## src/rtl/control_sequencer_if.sv

```systemverilog
// Bus between the 8-bit computer's instruction register/flags and the microcode sequencer.
// The slave side (the sequencer) receives step enable, opcode and flags, and drives the step and control lines.
interface control_sequencer_if #(
    parameter int STEP_W = 3
);
    logic              step_en;
    logic [3:0]        opcode;
    logic              cf;
    logic              zf;
    logic [STEP_W-1:0] step;
    logic              hlt;
    logic              halted;   // debug: mode register is HALTED
    logic              co, j, ce;
    logic              mi, ri, ro;
    logic              ii, io;
    logic              ai, ao;
    logic              bi;
    logic              eo, su, fi;
    logic              oi;

    modport master (
        output step_en, opcode, cf, zf,
        input  step, hlt, halted, co, j, ce, mi, ri, ro, ii, io, ai, ao, bi, eo, su, fi, oi
    );

    modport slave (
        input  step_en, opcode, cf, zf,
        output step, hlt, halted, co, j, ce, mi, ri, ro, ii, io, ai, ao, bi, eo, su, fi, oi
    );
endinterface

```

## src/rtl/control_sequencer.sv

```systemverilog
// Microcode sequencer: T-state counter plus RUN/HALTED mode, with combinational
// decode of {opcode, step, flags} into the bus control lines.
module control_sequencer #(
    parameter int STEP_W    = 3,
    parameter int LAST_STEP = 4
) (
    input  logic                clk,
    input  logic                rst,
    control_sequencer_if.slave  bus
);
    typedef enum logic {RUN, HALTED} mode_t;

    localparam logic [3:0] OP_NOP = 4'b0000;
    localparam logic [3:0] OP_LDA = 4'b0001;
    localparam logic [3:0] OP_ADD = 4'b0010;
    localparam logic [3:0] OP_SUB = 4'b0011;
    localparam logic [3:0] OP_STA = 4'b0100;
    localparam logic [3:0] OP_LDI = 4'b0101;
    localparam logic [3:0] OP_JMP = 4'b0110;
    localparam logic [3:0] OP_JC  = 4'b0111;
    localparam logic [3:0] OP_JZ  = 4'b1000;
    localparam logic [3:0] OP_OUT = 4'b1110;
    localparam logic [3:0] OP_HLT = 4'b1111;

    localparam logic [STEP_W-1:0] S_LAST = STEP_W'(LAST_STEP);
    localparam logic [STEP_W-1:0] S0 = STEP_W'(0);
    localparam logic [STEP_W-1:0] S1 = STEP_W'(1);
    localparam logic [STEP_W-1:0] S2 = STEP_W'(2);
    localparam logic [STEP_W-1:0] S3 = STEP_W'(3);
    localparam logic [STEP_W-1:0] S4 = STEP_W'(4);

    mode_t             mode_q, mode_d;
    logic [STEP_W-1:0] step_q, step_d;
    logic [STEP_W-1:0] end_step;

    always_comb begin
        end_step = S1;
        unique case (bus.opcode)
            OP_LDA, OP_STA:                         end_step = S3;
            OP_ADD, OP_SUB:                         end_step = S4;
            OP_LDI, OP_JMP, OP_JC, OP_JZ, OP_OUT,
            OP_HLT:                                 end_step = S2;
            default:                                end_step = S1;
        endcase
    end

    // HLT parks with the counter frozen at T2; only reset leaves HALTED.
    always_comb begin
        mode_d = mode_q;
        step_d = step_q;
        if (mode_q == RUN && bus.step_en) begin
            if (bus.opcode == OP_HLT && step_q == S2) begin
                mode_d = HALTED;
            end else if (step_q == end_step || step_q >= S_LAST) begin
                step_d = S0;
            end else begin
                step_d = step_q + S1;
            end
        end
    end

    always_ff @(posedge clk or posedge rst) begin
        if (rst) begin
            mode_q <= RUN;
            step_q <= S0;
        end else begin
            mode_q <= mode_d;
            step_q <= step_d;
        end
    end

    logic co, j, ce, mi, ri, ro, ii, io, ai, ao, bi, eo, su, fi, oi, hlt;

    always_comb begin
        {co, j, ce, mi, ri, ro, ii, io, ai, ao, bi, eo, su, fi, oi, hlt} = '0;
        if (!rst && mode_q == RUN) begin
            unique case (step_q)
                S0: begin co = 1'b1; mi = 1'b1; end
                S1: begin ro = 1'b1; ii = 1'b1; ce = 1'b1; end
                S2: begin
                    unique case (bus.opcode)
                        OP_LDA, OP_ADD, OP_SUB, OP_STA: begin io = 1'b1; mi = 1'b1; end
                        OP_LDI: begin io = 1'b1; ai = 1'b1; end
                        OP_JMP: begin io = 1'b1; j = 1'b1; end
                        OP_JC:  begin io = bus.cf; j = bus.cf; end
                        OP_JZ:  begin io = bus.zf; j = bus.zf; end
                        OP_OUT: begin ao = 1'b1; oi = 1'b1; end
                        OP_HLT: hlt = 1'b1;
                        default: ;
                    endcase
                end
                S3: begin
                    unique case (bus.opcode)
                        OP_LDA:         begin ro = 1'b1; ai = 1'b1; end
                        OP_ADD, OP_SUB: begin ro = 1'b1; bi = 1'b1; end
                        OP_STA:         begin ao = 1'b1; ri = 1'b1; end
                        default: ;
                    endcase
                end
                S4: begin
                    if (bus.opcode == OP_ADD || bus.opcode == OP_SUB) begin
                        eo = 1'b1; ai = 1'b1; fi = 1'b1;
                        su = (bus.opcode == OP_SUB);
                    end
                end
                default: ;
            endcase
        end
        if (!rst && mode_q == HALTED) hlt = 1'b1;
    end

    assign bus.step   = step_q;
    assign bus.halted = (mode_q == HALTED);
    assign bus.hlt    = hlt;
    assign bus.co = co;  assign bus.j  = j;   assign bus.ce = ce;
    assign bus.mi = mi;  assign bus.ri = ri;  assign bus.ro = ro;
    assign bus.ii = ii;  assign bus.io = io;
    assign bus.ai = ai;  assign bus.ao = ao;  assign bus.bi = bi;
    assign bus.eo = eo;  assign bus.su = su;  assign bus.fi = fi;
    assign bus.oi = oi;
endmodule

```

## src/flat_wrapper.sv

```systemverilog
// flat-port wrapper written by rule: the top's interface ports become plain ports
module control_sequencer_flat 
#(
    parameter int STEP_W    = 3,
    parameter int LAST_STEP = 4
)
  (clk, rst, bus_step_en, bus_opcode, bus_cf, bus_zf, bus_step, bus_hlt, bus_halted, bus_co, bus_j, bus_ce, bus_mi, bus_ri, bus_ro, bus_ii, bus_io, bus_ai, bus_ao, bus_bi, bus_eo, bus_su, bus_fi, bus_oi);
  control_sequencer_if #(.STEP_W(STEP_W)) bus_i ();
  input  logic clk;
  input  logic rst;
  input wire logic [$bits(bus_i.step_en)-1:0] bus_step_en;
  input wire logic [$bits(bus_i.opcode)-1:0] bus_opcode;
  input wire logic [$bits(bus_i.cf)-1:0] bus_cf;
  input wire logic [$bits(bus_i.zf)-1:0] bus_zf;
  output wire logic [$bits(bus_i.step)-1:0] bus_step;
  output wire logic [$bits(bus_i.hlt)-1:0] bus_hlt;
  output wire logic [$bits(bus_i.halted)-1:0] bus_halted;
  output wire logic [$bits(bus_i.co)-1:0] bus_co;
  output wire logic [$bits(bus_i.j)-1:0] bus_j;
  output wire logic [$bits(bus_i.ce)-1:0] bus_ce;
  output wire logic [$bits(bus_i.mi)-1:0] bus_mi;
  output wire logic [$bits(bus_i.ri)-1:0] bus_ri;
  output wire logic [$bits(bus_i.ro)-1:0] bus_ro;
  output wire logic [$bits(bus_i.ii)-1:0] bus_ii;
  output wire logic [$bits(bus_i.io)-1:0] bus_io;
  output wire logic [$bits(bus_i.ai)-1:0] bus_ai;
  output wire logic [$bits(bus_i.ao)-1:0] bus_ao;
  output wire logic [$bits(bus_i.bi)-1:0] bus_bi;
  output wire logic [$bits(bus_i.eo)-1:0] bus_eo;
  output wire logic [$bits(bus_i.su)-1:0] bus_su;
  output wire logic [$bits(bus_i.fi)-1:0] bus_fi;
  output wire logic [$bits(bus_i.oi)-1:0] bus_oi;
  assign bus_i.step_en = bus_step_en;
  assign bus_i.opcode = bus_opcode;
  assign bus_i.cf = bus_cf;
  assign bus_i.zf = bus_zf;
  assign bus_step = bus_i.step;
  assign bus_hlt = bus_i.hlt;
  assign bus_halted = bus_i.halted;
  assign bus_co = bus_i.co;
  assign bus_j = bus_i.j;
  assign bus_ce = bus_i.ce;
  assign bus_mi = bus_i.mi;
  assign bus_ri = bus_i.ri;
  assign bus_ro = bus_i.ro;
  assign bus_ii = bus_i.ii;
  assign bus_io = bus_i.io;
  assign bus_ai = bus_i.ai;
  assign bus_ao = bus_i.ao;
  assign bus_bi = bus_i.bi;
  assign bus_eo = bus_i.eo;
  assign bus_su = bus_i.su;
  assign bus_fi = bus_i.fi;
  assign bus_oi = bus_i.oi;
  control_sequencer #(.STEP_W(STEP_W), .LAST_STEP(LAST_STEP)) u_core (.clk(clk), .rst(rst), .bus(bus_i));
endmodule
```

## config.mk

```make
export PLATFORM = sky130hd
export DESIGN_NAME = control_sequencer_flat
export DESIGN_NICKNAME = d
export VERILOG_FILES = /design/src/rtl/control_sequencer_if.sv /design/src/rtl/control_sequencer.sv /design/src/flat_wrapper.sv
export SDC_FILE = /design/constraint.sdc
export NUM_CORES = 1
export LEC_CHECK = 0
export BUFFER_PORTS_ARGS = -buffer_cell sky130_fd_sc_hd__buf_2
export CAP_MARGIN = 5
export CORE_UTILIZATION = 35
export DETAILED_ROUTE_END_ITERATION = 7
export GPL_ROUTABILITY_DRIVEN = 0
export HOLD_SLACK_MARGIN = 0.03
export MAX_ROUTING_LAYER = met4
export PLACE_DENSITY_LB_ADDON = 0.05
export SYNTH_ARGS = -nofsm -noshare
export SYNTH_HDL_FRONTEND = slang
export SYNTH_SLANG_ARGS = --single-unit
```

## constraint.sdc

```tcl
create_clock -name clk -period 1.7 [get_ports clk]
set_clock_uncertainty 0.05 [all_clocks]
set_input_delay 0.085 -clock clk [delete_from_list [all_inputs] [get_ports clk]]
set_output_delay 0.085 -clock clk [all_outputs]
set_load 0.01 [all_outputs]
```

=== Yosys cells after proc, flatten, opt, wreduce, memory -nomap -nowiden ===
Memories as Yosys holds them, arrays and structs flattened.
Index checks and enable logic that the tools add are counted.

* Bits in registers: 4
* Logic and storage cells: 78
* Bits of input ports: 9
* Output and inout port bits: 20
* Memories kept: 1
* ROM bits: 48

{| class="wikitable"
|+ Memories
! name !! depth !! bits a word !! rd ports !! clocked after memory_dff !! write ports !! RTL line !! text
|-
| (no name shown) || 16 || 3 || 1 || 0 || 0 || control_sequencer.sv:38 || <nowiki>unique case (bus.opcode)</nowiki>
|}

* $lt $le $gt $ge: 1
* $add $sub $neg: 1
* Reductions and logical operators: 14
* Multiplexer cells: 42
* Bitwise gates (word level): 2
* Eq/ne operators: 15

{| class="wikitable"
|+ Operators with widths
! kind !! count
|-
| $mux W1 || 35
|-
| $eq A4 B3 Y1 const B || 4
|-
| $eq A4 B4 Y1 const B || 3
|-
| $pmux W1 S3 || 3
|-
| $eq A4 B2 Y1 const B || 2
|-
| $eq A3 B2 Y1 const B || 2
|-
| $pmux W1 S2 || 3
|-
| $reduce_or A6 Y1 || 1
|-
| $eq A4 B1 Y1 const B || 1
|-
| $logic_and A1 B1 Y1 || 4
|-
| $reduce_and A2 Y1 || 2
|-
| $reduce_or A4 Y1 || 1
|-
| $add A3 B1 Y3 const B || 1
|-
| $eq A3 B1 Y1 const B || 1
|-
| $eq A3 B3 Y1 || 1
|-
| $eq A3 B3 Y1 const B || 1
|-
| $ge A3 B3 Y1 const B || 1
|-
| $logic_not A3 Y1 || 1
|-
| $mux W3 || 1
|-
| $reduce_or A3 Y1 || 1
|-
| $logic_or A1 B1 Y1 || 2
|-
| $not A1 Y1 || 2
|-
| $reduce_or A2 Y1 || 1
|-
| $logic_not A1 Y1 || 1
|}

=== Logic depth before layout (Yosys ltp) ===
* Word-level depth: 5
* Mapped depth: 6
* Mapped depth without buffers: 6

=== Worst setup path before layout ===
No wires, ideal clock.

* Path type: register to output
* Start: register u_core.step_q[0], in the netlist u_core.bus.step[0]
* End: output bus_ai
* Required time: 1,565 ps
* Slack: -93 ps
* Path buffers: 0
* Arrival: 1,658 ps
* Cell stages (with the launch flop): 7
* Cells stage by stage: dfrtp_1 > inv_1 > ha_1 > nor2b_1 > mux2i_1 > o31a_1 > nor3_1

* Longest elaborated chain between the ends: 3
* Elaborated cells on any way between the ends: 5

{| class="wikitable"
|+ Ends and longest elaborated chain
! what !! RTL line !! text
|-
| start: declaration || control_sequencer.sv:33 || <nowiki>logic [STEP_W-1:0] step_q, step_d;</nowiki>
|-
| start signal: assignment || control_sequencer.sv:68 || <nowiki>step_q <= step_d;</nowiki>
|-
| $eq A3 B3 Y1 or $eq A3 B2 Y1 (tied branches) || control_sequencer.sv:77 || <nowiki>unique case (step_q)</nowiki>
|-
| $pmux W1 S3 * || control_sequencer.sv:77 ||
|-
| $mux W1 * || control_sequencer.sv:76 || <nowiki>if (!rst && mode_q == RUN) begin</nowiki>
|-
| end: declaration || flat_wrapper.sv:26 || <nowiki>output wire logic [$bits(bus_i.ai)-1:0] bus_ai;</nowiki>
|}

Mark *: on every way between the ends. The rest lies on a longest branch, timed or not.

=== Final worst setup path ===
Same ends and word-level chain as after synthesis.

==> out/metrics.cfg <==
[routing]
dr.pass1.iters=4
wl_um=1750
drc=0
via_per_inst=5.02
via_count=758
post_drt_wl_per_cell_um=11.6
detail-route-antenna-nets=0
drtIter0Drc=16

[die]
io_pins=29
die_w_um=45.5
coreArea_sq_mm=0.00175
num_rows=15
fp.dieH_um=45.5
die-area_sq_mm=0.00207
initial_utilization_pct=37.9

[global_routing]
grt_usage_pct=18.6
grt_pass1_wl_um=2730
grt_overflow=0
grt_pass1_vias=618
grt_max_degree=16
antenna_found_initial=0

[worst_setup_path]
crit_path_start_kind=register
path_delay_family=flip-flops
cp_num_buf_inv=2
cp.arrival_ps=1570
worst_ep_required_time_ps=1560
crit_chain=inv_2, ha_2, nor2b_4, mux2i_1, o31a_1, nor3_2, buf_2
slowest_delay_ps=400
critPathKind=reg -> out
crit_slowest_cell=dfrtp_1
critPathMaxFanout=3
cp-end-kind=output pin

[clock_tree]
clock_path_buffers=2
htree_levels=1
cts_made_buffers=3
clkTransAtPathRegs_ps=40
clock_latency_ps=230
clock-sinks=4
cts_tree=done
cts_root_buffer=clkbuf_4

[finish]
diodes=0
register_area_sq_um=101
areaGrowthSynthToFinish_pct=50.7
postLayoutCoreUtil_pct=57.1
layout-drive-gt1-share_pct=49.2
nets=142
nFillCells=180
multi_input_area_sq_um=561

[power]
comb_power_share_pct=75.2
netSwitchingFraction_pct=44.3
p_switching_uw=548
p_leak_uw=0.000515
pwr-share-clk_pct=9.3
power.density_mw_per_mm2=1240
p_total_uw=1240
p_int_uw=688
vdd_ir_drop_max_v=0.000766
p_seq_share_pct=15.5

[synth]
yosys.area.top_type=dfrtp_1
syn_area_sq_um=662
synth.top_cells.by_count=nand2_1, nor2_1, inv_1
synth_edf_count=0
yosysUniqueCellTypes=38
synth_async_sr_flop_share_pct=100
yosys_most_used_dff=dfrtp_1
netlist.area_leader.share_pct=15.1
post-synth-top-count-cell=nand2_1
ys_warn_count=0
synth_cells=87
ys_seq_elements=4
syn-num-nets=101
avgSynthCellArea_sq_um=7.61
yosysSeqAreaShare_pct=15.1
ys_top_cells_by_area=dfrtp_1, ha_1, nand2_1

[sta]
tightestPinTransition_ps=264
hold_violations=0
slew_viol_final=0
finalCriticalPeriod_ps=1710
slew_headroom_pct=82.4
setup_viol=1
rsz0062_at_grt=true
post-route-period-util_pct=100
fin_tns_setup_ps=-6.88
fin_ws_ps=-6.88
max_freq_mhz=586

[placement]
place_ws_ps=71.5
port_buffers=28
dp_hpwl_um=1360

[status]
outcome=finished, violations left
violations=negative setup slack

[hold_path]
hold_path.class=in -> reg

[run]
maxCapViolations=0

==> layout make-up <==
class / count / area share, %
flip-flops and latches: 4 / 10.2
multi-input cells: 70 / 56.2
repair buffers: 42 / 25.6
well taps: 25 / 3.14
inverters: 7 / 2.63
clock buffers: 3 / 2.26
==> registers in the layout (all words and copies together) (netlist names) <==
| register | cells |
|---|---|
| u_core.bus.halted | 1 |
| u_core.bus.step | 3 |
==> routing by layer <==
layer,up-vias,share of wire [%],GRT usage (%)
li1,395,-,-
met1,346,50,24.9
met2,17,47,28.9
met3,0,3.1,3.57
met4,0,0,3.64
met5,-,0,-
==> through the flow <==
step	cells	hold WS, ps	area, sq um
after floorplan	87	-199	669
after global placement	143	-38.7	861
after detailed placement	143	-38.5	861
after CTS	150	64.1	957
after global routing	151	78.1	997
final	151	71.9	997
==> power groups by stage <==
stage | combinational (uW) | sequential, uW | clock [uW]
global placement | 738 | 187 | 0
floorplan | 391 | 236 | 0
global route | 1020 | 197 | 126
finish | 929 | 192 | 115
detailed placement | 744 | 189 | 0
CTS | 859 | 193 | 123
==> cell usage in the layout (no fill, tap or decap), drive strengths merged, types with 3 or more instances in the layout <==
cell and n:
a31oi 3, and2 3, buf 40, clkbuf 3, dfrtp 4, ha 5, inv 7, nand2 9
nand2b 3, nor2 8, nor2b 4, nor3 6, nor3b 3, o21ai 3
==> path summary, 6_finish.rpt <==
| kind | from | endpoint | slack, ps | cells past startpoint |
|---|---|---|---|---|
| max | u_core.bus.step[0]$_DFFE_PP0P_ | bus_ai | -7 | 7 |
| min | bus_step_en | u_core.bus.halted$_DFFE_PP0P_ | 70 | 2 |
| max reg2reg | u_core.bus.step[0]$_DFFE_PP0P_ | u_core.bus.step[1]$_DFFE_PP0P_ | 70 | 6 |
| min reg2reg | u_core.bus.halted$_DFFE_PP0P_ | u_core.bus.halted$_DFFE_PP0P_ | 580 | 2 |
| max in group asynchronous | rst | u_core.bus.step[2]$_DFFE_PP0P_ | 980 | 3 |
| min in group asynchronous | rst | u_core.bus.halted$_DFFE_PP0P_ | 460 | 3 |
==> logic make-up after synthesis <==
kind of cell	count (synthesis)	share of synthesized area, %
XOR/XNOR	1	1.32
AO/OA/AOI/OAI	20	25.7
buffers and inverters	13	11.2
flip-flops	4	15.1
adder cells (fa/ha/maj)	5	9.45
multiplexers	1	1.51
AND/OR/NAND/NOR	43	35.7
==> repair_timing <==
item,in CTS,in global routing
setup endpoints to repair,5,8
hold buffers,1,1
resized for setup,10,6
pin swaps,3,3
setup buffers,3,1
hold endpoints to repair,4,4
gates cloned,0,0
Note: power is estimated with default switching activity, not from simulation.
